### src/rtl/apb_spi_pkg.sv
// Shared constants, register addresses/masks and state encodings for the
// APB-attached SPI FIFO register block.
package apb_spi_pkg;

    localparam logic [2:0] ADDR_CR1  = 3'd0;
    localparam logic [2:0] ADDR_CR2  = 3'd1;
    localparam logic [2:0] ADDR_BR   = 3'd2;
    localparam logic [2:0] ADDR_SR   = 3'd3;
    localparam logic [2:0] ADDR_CNT  = 3'd4;
    localparam logic [2:0] ADDR_DR   = 3'd5;
    localparam logic [2:0] ADDR_RXTH = 3'd6;

    localparam logic [7:0] CR1_RESET = 8'h04;
    localparam logic [7:0] CR2_WMASK = 8'h1B;
    localparam logic [7:0] BR_WMASK  = 8'h77;

    localparam int CR1_SPIE  = 7;
    localparam int CR1_SPE   = 6;
    localparam int CR1_SPTIE = 5;
    localparam int CR1_MSTR  = 4;
    localparam int CR1_CPOL  = 3;
    localparam int CR1_CPHA  = 2;
    localparam int CR1_SSOE  = 1;
    localparam int CR1_LSBFE = 0;

    localparam int CR2_MODFEN  = 4;
    localparam int CR2_SPISWAI = 1;

    localparam int SR_SPIF   = 7;
    localparam int SR_SPTEF  = 5;
    localparam int SR_MODF   = 4;
    localparam int SR_RXOVF  = 3;
    localparam int SR_TXFULL = 2;
    localparam int SR_RXTH   = 1;

    typedef enum logic [1:0] {
        APB_IDLE   = 2'b00,
        APB_SETUP  = 2'b01,
        APB_ACCESS = 2'b10
    } apb_state_t;

    typedef enum logic [1:0] {
        MODE_RUN  = 2'b00,
        MODE_WAIT = 2'b01,
        MODE_STOP = 2'b10
    } spi_mode_t;

    // CNT nibbles cannot show 16, so a full 16-deep FIFO reads as 15.
    function automatic logic [3:0] sat4(input logic [7:0] c);
        return (c > 8'd15) ? 4'hF : c[3:0];
    endfunction

endpackage

### src/rtl/spi_sync_fifo.sv
// Single-clock FIFO with flush; a pop frees the slot a same-cycle push needs,
// so push+pop on a full FIFO both succeed.
module spi_sync_fifo #(
    parameter int DATA_W = 8,
    parameter int DEPTH  = 4
) (
    input  logic                     PCLK,
    input  logic                     PRESETn,
    input  logic                     push,
    input  logic                     pop,
    input  logic                     flush,
    input  logic [DATA_W-1:0]        din,
    output logic [DATA_W-1:0]        dout,
    output logic                     full,
    output logic                     empty,
    output logic [$clog2(DEPTH):0]   count
);

    localparam int AW = $clog2(DEPTH);
    localparam int CW = AW + 1;

    logic [DATA_W-1:0] mem [DEPTH];
    logic [AW-1:0]     wr_ptr;
    logic [AW-1:0]     rd_ptr;
    logic              do_push;
    logic              do_pop;

    assign empty   = (count == '0);
    assign full    = (count == CW'(DEPTH));
    assign do_pop  = pop & ~empty;
    assign do_push = push & (~full | do_pop);
    assign dout    = mem[rd_ptr];

    // DEPTH is a power of two, so the pointers wrap by plain overflow.
    always_ff @(posedge PCLK or negedge PRESETn) begin
        if (!PRESETn) begin
            wr_ptr <= '0;
            rd_ptr <= '0;
            count  <= '0;
        end else if (flush) begin
            wr_ptr <= '0;
            rd_ptr <= '0;
            count  <= '0;
        end else begin
            if (do_push) wr_ptr <= wr_ptr + AW'(1);
            if (do_pop)  rd_ptr <= rd_ptr + AW'(1);
            case ({do_push, do_pop})
                2'b10:   count <= count + CW'(1);
                2'b01:   count <= count - CW'(1);
                default: count <= count;
            endcase
        end
    end

    always_ff @(posedge PCLK) begin
        if (do_push && !flush) mem[wr_ptr] <= din;
    end

endmodule

### src/rtl/apb_spi_fifo_if.sv
// APB register front end for an SPI block with TX/RX FIFOs and low-power modes.
// Define APB_SPI_RX_THRESH_EN to add the RXTH register (address 6) and rxth flag.
module apb_spi_fifo_if
    import apb_spi_pkg::*;
#(
    parameter int DATA_W     = 8,
    parameter int FIFO_DEPTH = 4
) (
    input  logic              PCLK,
    input  logic              PRESETn,
    input  logic              PSEL,
    input  logic              PENABLE,
    input  logic              PWRITE,
    input  logic [2:0]        PADDR,
    input  logic [DATA_W-1:0] PWDATA,
    output logic [DATA_W-1:0] PRDATA,
    output logic              PREADY,
    output logic              PSLVERR,
    output logic [DATA_W-1:0] tx_data,
    output logic              tx_valid,
    input  logic              tx_ready,
    input  logic [DATA_W-1:0] rx_data,
    input  logic              rx_valid,
    input  logic              tip,
    input  logic              ss_n,
    output logic [3:0]        spi_cfg,
    output logic [2:0]        sppr,
    output logic [2:0]        spr,
    output logic [1:0]        spi_mode,
    output logic              irq,
    output logic [1:0]        apb_state
);

    localparam int CW = $clog2(FIFO_DEPTH) + 1;

    apb_state_t        apb_q;
    spi_mode_t         mode_q;
    logic [7:0]        cr1, cr2, br;
    logic              rxovf, spe_q, irq_q;
    logic [7:0]        sr;
    logic              modf, rxth, flush, spe;
    logic [DATA_W-1:0] rd_val;
    logic              acc_err;
    logic              commit, wr_commit, tx_push, rx_pop;
    logic              tx_full, tx_empty, rx_full, rx_empty;
    logic [CW-1:0]     tx_count, rx_count;
    logic [DATA_W-1:0] rx_head;
    logic              irq_next;
`ifdef APB_SPI_RX_THRESH_EN
    logic [7:0]        rxth_q;
`endif

    assign spe   = cr1[CR1_SPE];
    assign flush = spe_q & ~spe;
    assign modf  = ~ss_n & cr1[CR1_MSTR] & cr2[CR2_MODFEN] & ~cr1[CR1_SSOE];
`ifdef APB_SPI_RX_THRESH_EN
    assign rxth  = (8'(rx_count) >= rxth_q) && (rxth_q != 8'd0);
`else
    assign rxth  = 1'b0;
`endif
    assign sr = {~rx_empty, 1'b0, tx_empty, modf, rxovf, tx_full, rxth, 1'b0};

    assign PREADY    = (apb_q == APB_ACCESS);
    assign apb_state = apb_q;
    // PSLVERR was latched on entry to ACCESS, so it also gates the commit.
    assign commit    = (apb_q == APB_ACCESS) & ~PSLVERR;
    assign wr_commit = commit & PWRITE;
    assign tx_push   = wr_commit & (PADDR == ADDR_DR);
    assign rx_pop    = commit & ~PWRITE & (PADDR == ADDR_DR);

    assign tx_valid = ~tx_empty & spe & (mode_q != MODE_STOP);
    assign spi_cfg  = {cr1[CR1_MSTR], cr1[CR1_CPOL], cr1[CR1_CPHA], cr1[CR1_LSBFE]};
    assign sppr     = br[6:4];
    assign spr      = br[2:0];
    assign spi_mode = mode_q;
    assign irq      = irq_q;
    assign irq_next = (cr1[CR1_SPIE] & (sr[SR_SPIF] | sr[SR_MODF] | sr[SR_RXOVF] | sr[SR_RXTH]))
                    | (cr1[CR1_SPTIE] & sr[SR_SPTEF]);

    always_comb begin
        rd_val  = '0;
        acc_err = 1'b0;
        case (PADDR)
            ADDR_CR1: begin rd_val = DATA_W'(cr1); acc_err = PWRITE & tip; end
            ADDR_CR2: begin rd_val = DATA_W'(cr2); acc_err = PWRITE & tip; end
            ADDR_BR:  begin rd_val = DATA_W'(br);  acc_err = PWRITE & tip; end
            ADDR_SR:  rd_val = DATA_W'(sr);
            ADDR_CNT: rd_val = DATA_W'({sat4(8'(rx_count)), sat4(8'(tx_count))});
            ADDR_DR: begin
                if (PWRITE) begin
                    acc_err = tx_full;
                end else begin
                    acc_err = rx_empty;
                    rd_val  = rx_empty ? '0 : rx_head;
                end
            end
`ifdef APB_SPI_RX_THRESH_EN
            ADDR_RXTH: rd_val = DATA_W'(rxth_q);
`endif
            default:  acc_err = 1'b1;
        endcase
    end

    always_ff @(posedge PCLK or negedge PRESETn) begin
        if (!PRESETn) begin
            apb_q   <= APB_IDLE;
            PRDATA  <= '0;
            PSLVERR <= 1'b0;
        end else begin
            case (apb_q)
                APB_IDLE: begin
                    if (PSEL && !PENABLE) apb_q <= APB_SETUP;
                end
                APB_SETUP: begin
                    if (PSEL && PENABLE) begin
                        apb_q   <= APB_ACCESS;
                        PSLVERR <= acc_err;
                        PRDATA  <= PWRITE ? '0 : rd_val;
                    end else if (!PSEL) begin
                        apb_q <= APB_IDLE;
                    end
                end
                APB_ACCESS: begin
                    apb_q   <= PSEL ? APB_SETUP : APB_IDLE;
                    PRDATA  <= '0;
                    PSLVERR <= 1'b0;
                end
                default: apb_q <= APB_IDLE;
            endcase
        end
    end

    always_ff @(posedge PCLK or negedge PRESETn) begin
        if (!PRESETn) begin
            mode_q <= MODE_RUN;
        end else begin
            case (mode_q)
                MODE_RUN:  if (!spe) mode_q <= MODE_WAIT;
                MODE_WAIT: begin
                    if (spe)                    mode_q <= MODE_RUN;
                    else if (cr2[CR2_SPISWAI])  mode_q <= MODE_STOP;
                end
                MODE_STOP: begin
                    if (!cr2[CR2_SPISWAI])      mode_q <= MODE_WAIT;
                    else if (spe)               mode_q <= MODE_RUN;
                end
                default: mode_q <= MODE_RUN;
            endcase
        end
    end

    always_ff @(posedge PCLK or negedge PRESETn) begin
        if (!PRESETn) begin
            cr1    <= CR1_RESET;
            cr2    <= '0;
            br     <= '0;
            rxovf  <= 1'b0;
            spe_q  <= 1'b0;
            irq_q  <= 1'b0;
`ifdef APB_SPI_RX_THRESH_EN
            rxth_q <= 8'(FIFO_DEPTH);
`endif
        end else begin
            spe_q <= spe;
            irq_q <= irq_next;
            if (wr_commit) begin
                case (PADDR)
                    ADDR_CR1: cr1 <= PWDATA[7:0];
                    ADDR_CR2: cr2 <= PWDATA[7:0] & CR2_WMASK;
                    ADDR_BR:  br  <= PWDATA[7:0] & BR_WMASK;
                    ADDR_SR:  if (PWDATA[SR_RXOVF]) rxovf <= 1'b0;
`ifdef APB_SPI_RX_THRESH_EN
                    ADDR_RXTH: rxth_q <= PWDATA[7:0];
`endif
                    default: ;
                endcase
            end
            // A new overflow wins over a same-cycle write-1-to-clear.
            if (rx_valid && rx_full && !rx_pop) rxovf <= 1'b1;
        end
    end

    spi_sync_fifo #(.DATA_W(DATA_W), .DEPTH(FIFO_DEPTH)) u_tx_fifo (
        .PCLK    (PCLK),
        .PRESETn (PRESETn),
        .push    (tx_push),
        .pop     (tx_valid & tx_ready),
        .flush   (flush),
        .din     (PWDATA),
        .dout    (tx_data),
        .full    (tx_full),
        .empty   (tx_empty),
        .count   (tx_count)
    );

    spi_sync_fifo #(.DATA_W(DATA_W), .DEPTH(FIFO_DEPTH)) u_rx_fifo (
        .PCLK    (PCLK),
        .PRESETn (PRESETn),
        .push    (rx_valid),
        .pop     (rx_pop),
        .flush   (flush),
        .din     (rx_data),
        .dout    (rx_head),
        .full    (rx_full),
        .empty   (rx_empty),
        .count   (rx_count)
    );

endmodule

### config.mk
export PLATFORM = sky130hd
export DESIGN_NAME = apb_spi_fifo_if
export DESIGN_NICKNAME = d
export VERILOG_FILES = /design/src/rtl/apb_spi_pkg.sv /design/src/rtl/spi_sync_fifo.sv /design/src/rtl/apb_spi_fifo_if.sv
export SDC_FILE = /design/constraint.sdc
export NUM_CORES = 1
export LEC_CHECK = 0
export BUFFER_PORTS_ARGS = -buffer_cell sky130_fd_sc_hd__buf_2
export CORE_AREA = 3 3 105 132
export DETAILED_ROUTE_END_ITERATION = 7
export DIE_AREA = 0 0 108 135
export PLACE_DENSITY_LB_ADDON = 0.3
export SYNTH_ARGS = -nofsm -noshare
export SYNTH_HDL_FRONTEND = slang
export SYNTH_SLANG_ARGS = --single-unit
### constraint.sdc
create_clock -name PCLK -period 2.64 [get_ports PCLK]
set_input_delay 0.264 -clock PCLK [delete_from_list [all_inputs] [get_ports PCLK]]
set_output_delay 0.264 -clock PCLK [all_outputs]
set_load 0.05 [all_outputs]
==> results of run 1 <==
[power by group through the flow]
| stage | combinational, W | clock, W | sequential [W] |
|---|---|---|---|
| 6_report | 0.00111 | 0.00136 | 0.00228 |
| 5_1_grt | 0.00121 | 0.00146 | 0.00231 |
| 4_1_cts | 0.00113 | 0.00138 | 0.00229 |
| 3_5_place_dp | 0.00112 | 0 | 0.00232 |
| 3_3_place_gp | 0.00110 | 0 | 0.00232 |
| 2_1_floorplan | 0.000822 | 0 | 0.00230 |
[metal layers]
metal | up-vias | routed length (microns) | part of all wire, %
met5 | - | 0 | 0
met4 | 0 | 179 | 1.7
met3 | 13 | 523 | 5.1
met2 | 70 | 5320 | 52
met1 | 1525 | 4260 | 41
li1 | 1431 | - | -
[cell type report]
class | count | area [sq um]
Fill cell | 1150 | 6880
Antenna cell | 1 | 2.50
Tap cell | 168 | 210
Multi-Input combinational cell | 211 | 1800
Timing Repair Buffer | 70 | 375
Clock buffer | 11 | 233
Sequential cell | 112 | 3120
Clock inverter | 5 | 63.8
Inverter | 10 | 37.5
[repair_timing]
action                                  in CTS  in global routing
hold buffers                                 1                  0
endpoints found under the hold margin       15                  0
endpoints found under the setup margin       0                  0
[synth_stat cells (2+ instances only)]
| cell | number |
|---|---|
| o21ai_0 | 13 |
| xor2_1 | 3 |
| buf_2 | 5 |
| a22o_1 | 3 |
| edfxtp_1 | 64 |
| dfrtp_1 | 47 |
| nand3_1 | 8 |
| nor2_1 | 26 |
| nor4_4 | 2 |
| nand2_1 | 24 |
| buf_4 | 6 |
| and2_1 | 9 |
| ha_1 | 8 |
| nand3b_1 | 2 |
| fa_1 | 2 |
| nor3_1 | 4 |
| o21a_1 | 2 |
| nor2b_1 | 3 |
| mux2_2 | 18 |
| buf_1 | 3 |
| nand2b_1 | 3 |
| nor3b_1 | 2 |
| mux4_2 | 17 |
| xnor2_1 | 7 |
| a31oi_1 | 6 |
| a21oi_1 | 6 |
| inv_1 | 9 |
| a22oi_1 | 9 |
| clkbuf_1 | 4 |
| nor4_2 | 2 |
| mux2i_1 | 6 |
| or3_1 | 2 |
[placed cells by master (no fill, tap or decap), types with 4 or more instances in the layout]
cell type	n
o21ai_0	13
nand3_1	8
buf_2	61
nand2_1	24
mux4_2	17
buf_4	8
a22oi_1	9
nor3_1	4
dfrtp_1	47
a31oi_1	6
edfxtp_1	64
ha_1	8
xnor2_1	7
a21oi_1	6
mux2i_1	6
mux2_2	18
clkbuf_16	9
inv_1	9
and2_1	9
nor2_1	26
[cell families (layout without fill, tap and decap cells)]
family	after synthesis	in the layout	synth area share, %
AOI/OAI and AO/OA	51	51	6.87
xor gates and xnor gates	10	10	1.73
adders and majority gates	10	10	2.77
DFF	112	112	61.7
and+or+nand+nor	98	98	11.0
other	0	1	0
buffers and inverters	29	96	2.87
muxes	42	42	13.0
[worst paths after layout]
check                            from             endpoint  slack, ns  cells past startpoint
max                           PSLVERR  u_tx_fifo.mem[0][6]       0.40                      4
min                        rx_data[2]  u_rx_fifo.mem[3][2]       0.14                      1
max reg2reg                   PSLVERR  u_tx_fifo.mem[0][6]       0.40                      4
min reg2reg                 PRDATA[3]            PRDATA[3]       0.51                      1
max in group asynchronous     PRESETn               cr1[2]       1.47                      3
min in group asynchronous     PRESETn   u_rx_fifo.count[2]       0.37                      2
[sequential cells by signal (all words and copies together) (netlist names)]
register,count
u_rx_fifo.wr_ptr,2
br,6
spe_q,1
rxovf,1
u_tx_fifo.rd_ptr,2
spi_mode,2
PSLVERR,1
u_tx_fifo.mem,32
u_tx_fifo.count,3
apb_state,2
cr1,8
PRDATA,8
u_tx_fifo.wr_ptr,2
irq,1
cr2,4
u_rx_fifo.rd_ptr,2
u_rx_fifo.count,3
u_rx_fifo.mem,32
[worst register-to-register path: stages, from the launching register on]
cell and delay (ns):
dfrtp_1 0.41, nand4bb_2 0.36, or2_1 0.34, nor3_1 0.34, and2_1 0.45
[per-stage QoR]
step,util [%],setup slack [ns]
5_1_grt,45.9,0.151
2_1_floorplan,-,0.344
3_5_place_dp,43.5,0.343
3_3_place_gp,43.5,0.431
4_1_cts,45.9,0.363
6_report,45.9,0.400
==> run metrics, run 1 <==
Leakage Power=2.33 nW; clock latency on the worst-skew pair=roughly 0.34 ns; post-route setup TNS=0 ns; I/O pins=62; H-tree Lvls=3; crit path DAT=2.24 ns; Int Pwr=0.00324 W; Post-synth EDFFs=between 60 and 70; M2 GR Usage=around 25%; initial antenna violation count=0; Mapped Area=around 0.005 sq mm; routing usage on met3=under 10%; clk slew on worst S/H paths=roughly 0.07 ns; residual DRC count=0; vias in the first global route=3137; crit end category=register; switching pwr=between 0.0015 and 0.002 W; Post-CTS Setup Repair Bufs=0; CTS tree=yes; layout cells sized above 1=about a third; overall routing resource usage=roughly 15%; Buf/Inv on CP=0; post-DP HPWL=between 7000 and 8000 microns; Max Root-Sink Buffers=2; Synth Instances=352; TritonCTS Sinks=~110; Syn Area/Cell=about 14 sq um; Post-synth ARST share=between 40% and 50%; VDD IR max=0.355 mV; drt first pass iters=4; Cells after DPL=570; min-delay worst type=in -> reg; clock share of power=between 20% and 30%; switch share=between 30% and 40%; M1 GR Usage=between 10% and 20%; Critical Path Fanout Max=8; distinct cell type count after synthesis=59; Core ar.=0.0127 sq mm; pwr/cell area=roughly 800 mW/mm^2; Gates resized, CTS repair=0; final instance area=~0.006 sq mm; Layout Nets=between 400 and 500; row count=between 40 and 50; fin. max-slew vios=0; outcome=completed; initial DRC count=approximately 120; remaining antenna violation count=0; CTS buffer count=9; drt wl/cell=approximately 17 microns; combinational power share=between 20% and 30%; Overflow after GRT=0; root buffer cell=clkbuf_16; GRT busiest layer=met2; Syn. warnings=0; PnR Total Power=roughly 0.0047 W; Synth area leader=edfxtp_1; via/cell ratio=5.17; delay-heaviest family, CP=simple AND/OR/NAND/NOR gates; Die X=108 microns; Die Y=between 100 and 150 microns; Non-Filler Instances=588; routability congestion estimate=between 0.8 and 0.9; worst slew pin tran=about 0.65 ns; WHS=about 0.14 ns; Seq/Total Area, Yosys=around 62%; vias=a little over 3000; final hold vios=0; Sequential Power Share=between 40% and 50%; final WL=between 10000 and 15000 microns; kind of critical path=reg -> reg; Initial Util=39.8%; Cell Chain, Critical Path=nand4bb_2 > or2_1 > nor3_1 > and2_1; Fmax=between 400 and 500 MHz; Req. time, crit path=around 2.6 ns; clk_skew=around 0.0073 ns; max_cap viols=0; Final Setup Violations=0; DP Area=about 0.0055 sq mm; flops & latches, synth=112; top cells by area, synth=edfxtp_1, dfrtp_1, mux4_2, mux2_2, ha_1; die area=about 0.015 sq mm; Main synth FF type=edfxtp_1; crit path max-delay cell type=and2_1; Post-Syn Nets=390; RSZ-0062 raised after global routing=no; area growth from synthesis to layout=15.3%; share of the synthesized area in the top cell type=between 30% and 40%; Setup crit start kind=register; CP peak stage delay=0.45 ns; # port buffers=61; largest net degree at the start of global routing=34; first-pass GRT wire length=roughly 17000 microns; fin crit share=between 80% and 90%; Slew Limit Headroom=approximately 56%; minimum clock period=around 2.2 ns
Power figures use the tool's default switching activity.
==> inputs of run 2 (changes only) <==
Clock period 2.64 ns to 1.9 ns, I/O delays scaled along.
==> run metrics, run 2 (synthesis results as in run 1) <==
VDD IR max=0.545 mV; first-pass GRT wire length=around 18000 microns; most common cell after layout, fill and taps aside=edfxtp_1; drt wl/cell=17.6 microns; vias=3192; initial DRC count=between 150 and 200; largest net degree at the start of global routing=31; Hold Path Depth=1; crit end category=register; RSZ-0062 raised after global routing=yes; most frequent cells in the layout=edfxtp_1, buf_2, dfrtp_1, buf_4, nor2_1; initial antenna violation count=0; Setup crit start kind=register; DRT met1 WL=4580 microns; die area=approximately 0.015 sq mm; DR top layer=met4; fin. max-slew vios=0; Overflow after GRT=0; Core ar.=around 0.013 sq mm; kind of critical path=reg -> reg; Final Setup Violations=0; post-route setup TNS=0 ns; Initial Util=between 30% and 40%; post-DP HPWL=~8300 microns; layout cells sized above 1=a little over two fifths; TritonCTS Sinks=approximately 110; pwr/cell area=1130 mW/mm^2; Fmax=537 MHz; Critical Path Fanout Max=4; r2r startpoint=u_rx_fifo.count[0]; minimum clock period=about 1.9 ns; Buf/Inv on CP=0; # port buffers=slightly above 60; clk_skew=0.0123 ns; DR WL met2=between 5000 and 6000 microns; drt first pass iters=4; H-tree Lvls=3; Layout Nets=486; routability congestion estimate=0.868; crit path max-delay cell type=fa_2; CP peak stage delay=around 0.42 ns; Die X=between 100 and 150 microns; overall routing resource usage=approximately 16%; WHS=0.0538 ns; clk slew on worst S/H paths=0.07 ns; Slew Limit Headroom=approximately 61%; fin crit share=98.0%; vias in the first global route=between 3000 and 4000; CTS tree=yes; worst reg2reg setup slack=roughly 0.039 ns; final WL=10900 microns; R2R cell count=7; via/cell ratio=5.14; min-delay worst type=in -> reg; WHS Endpoint=u_rx_fifo.mem[2][2]; final hold vios=0; ant diodes=0; row count=46; clock latency on the worst-skew pair=0.35 ns; CTS buffer count=9; root buffer cell=clkbuf_16; hold path start=rx_data[2]; residual DRC count=0; Max Root-Sink Buffers=2; crit path DAT=2.13 ns; max_cap viols=0; FF-to-FF End=u_rx_fifo.count[2]; worst slew pin tran=roughly 0.59 ns; remaining antenna violation count=0; Leakage Power=~2.6 nW; I/O pins=62; Cell Chain, Critical Path=or3_4 > nand2_4 > nor2_4 > fa_2 > nor4b_2 > o21bai_1 > a31oi_1; area growth from synthesis to layout=24.0%; met3 wire len=~620 microns; Top Registers=u_rx_fifo.mem (32), u_tx_fifo.mem (32); PnR Total Power=0.00709 W; outcome=completed; Die Y=between 100 and 150 microns; Req. time, crit path=between 2 and 2.5 ns; Worst path depth=7; delay-heaviest family, CP=simple AND/OR/NAND/NOR gates
run 2: through the flow:
step                std cells  setup WS (ns)  instance area [sq um]  util (%)
floorplan                 352         -0.158                   5140         -
global placement          599        -0.0322                   5910      46.4
detailed placement        599        -0.0806                   5910      46.4
CTS                       617       0.000222                   6240      49.1
global route              621        -0.0466                   6280      49.4
finish                    621         0.0385                   6280      49.4
run 2: layer usage:
metal  GRT usage (%)  up-vias
li1                -     1502
met1            19.3     1590
met2            26.8       82
met3            4.50       18
met4            5.68        0
met5               0        -
run 2: area by class of cell:
class / count / area (sq um)
fillers: 1098 / 6440
flip-flops and latches: 112 / 3130
multi-input cells: 211 / 1880
repair buffers: 104 / 706
clock buffers: 9 / 225
well taps: 168 / 210
clock inverters: 7 / 90.1
inverters: 10 / 37.5
run 2: worst max path at each step:
stage	startpoint	to	slack (ns)
2_1_floorplan	spi_mode[0]	u_tx_fifo.count[2]	-0.16
3_3_place_gp	PADDR[1]	u_tx_fifo.mem[1][4]	-0.03
3_5_place_dp	PADDR[1]	u_tx_fifo.mem[1][0]	-0.08
4_1_cts	PSLVERR	u_tx_fifo.mem[1][6]	0.0002
5_1_grt	u_rx_fifo.count[1]	u_rx_fifo.count[2]	-0.05
6_report	u_rx_fifo.count[0]	u_rx_fifo.count[2]	0.04
run 2: report_power, final:
group          internal, W  switching (W)
logic             0.000887        0.00117
registers          0.00288       0.000170
clock network      0.00105       0.000924
total              0.00482        0.00227
run 2: timing repair:
item	in CTS	in global routing
gates resized for setup	1	3
hold buffers	1	0
buffers inserted	1	4
pin swaps	0	3
setup endpoints to repair	14	47
hold endpoints to repair	18	0
run 2: worst reg2reg max path, stage by stage, from the launching register on:
cell and delay, ns:
dfrtp_1 0.38, or3_4 0.41, nand2_4 0.10, nor2_4 0.04, fa_2 0.42, nor4b_2 0.22, o21bai_1 0.10, a31oi_1 0.13
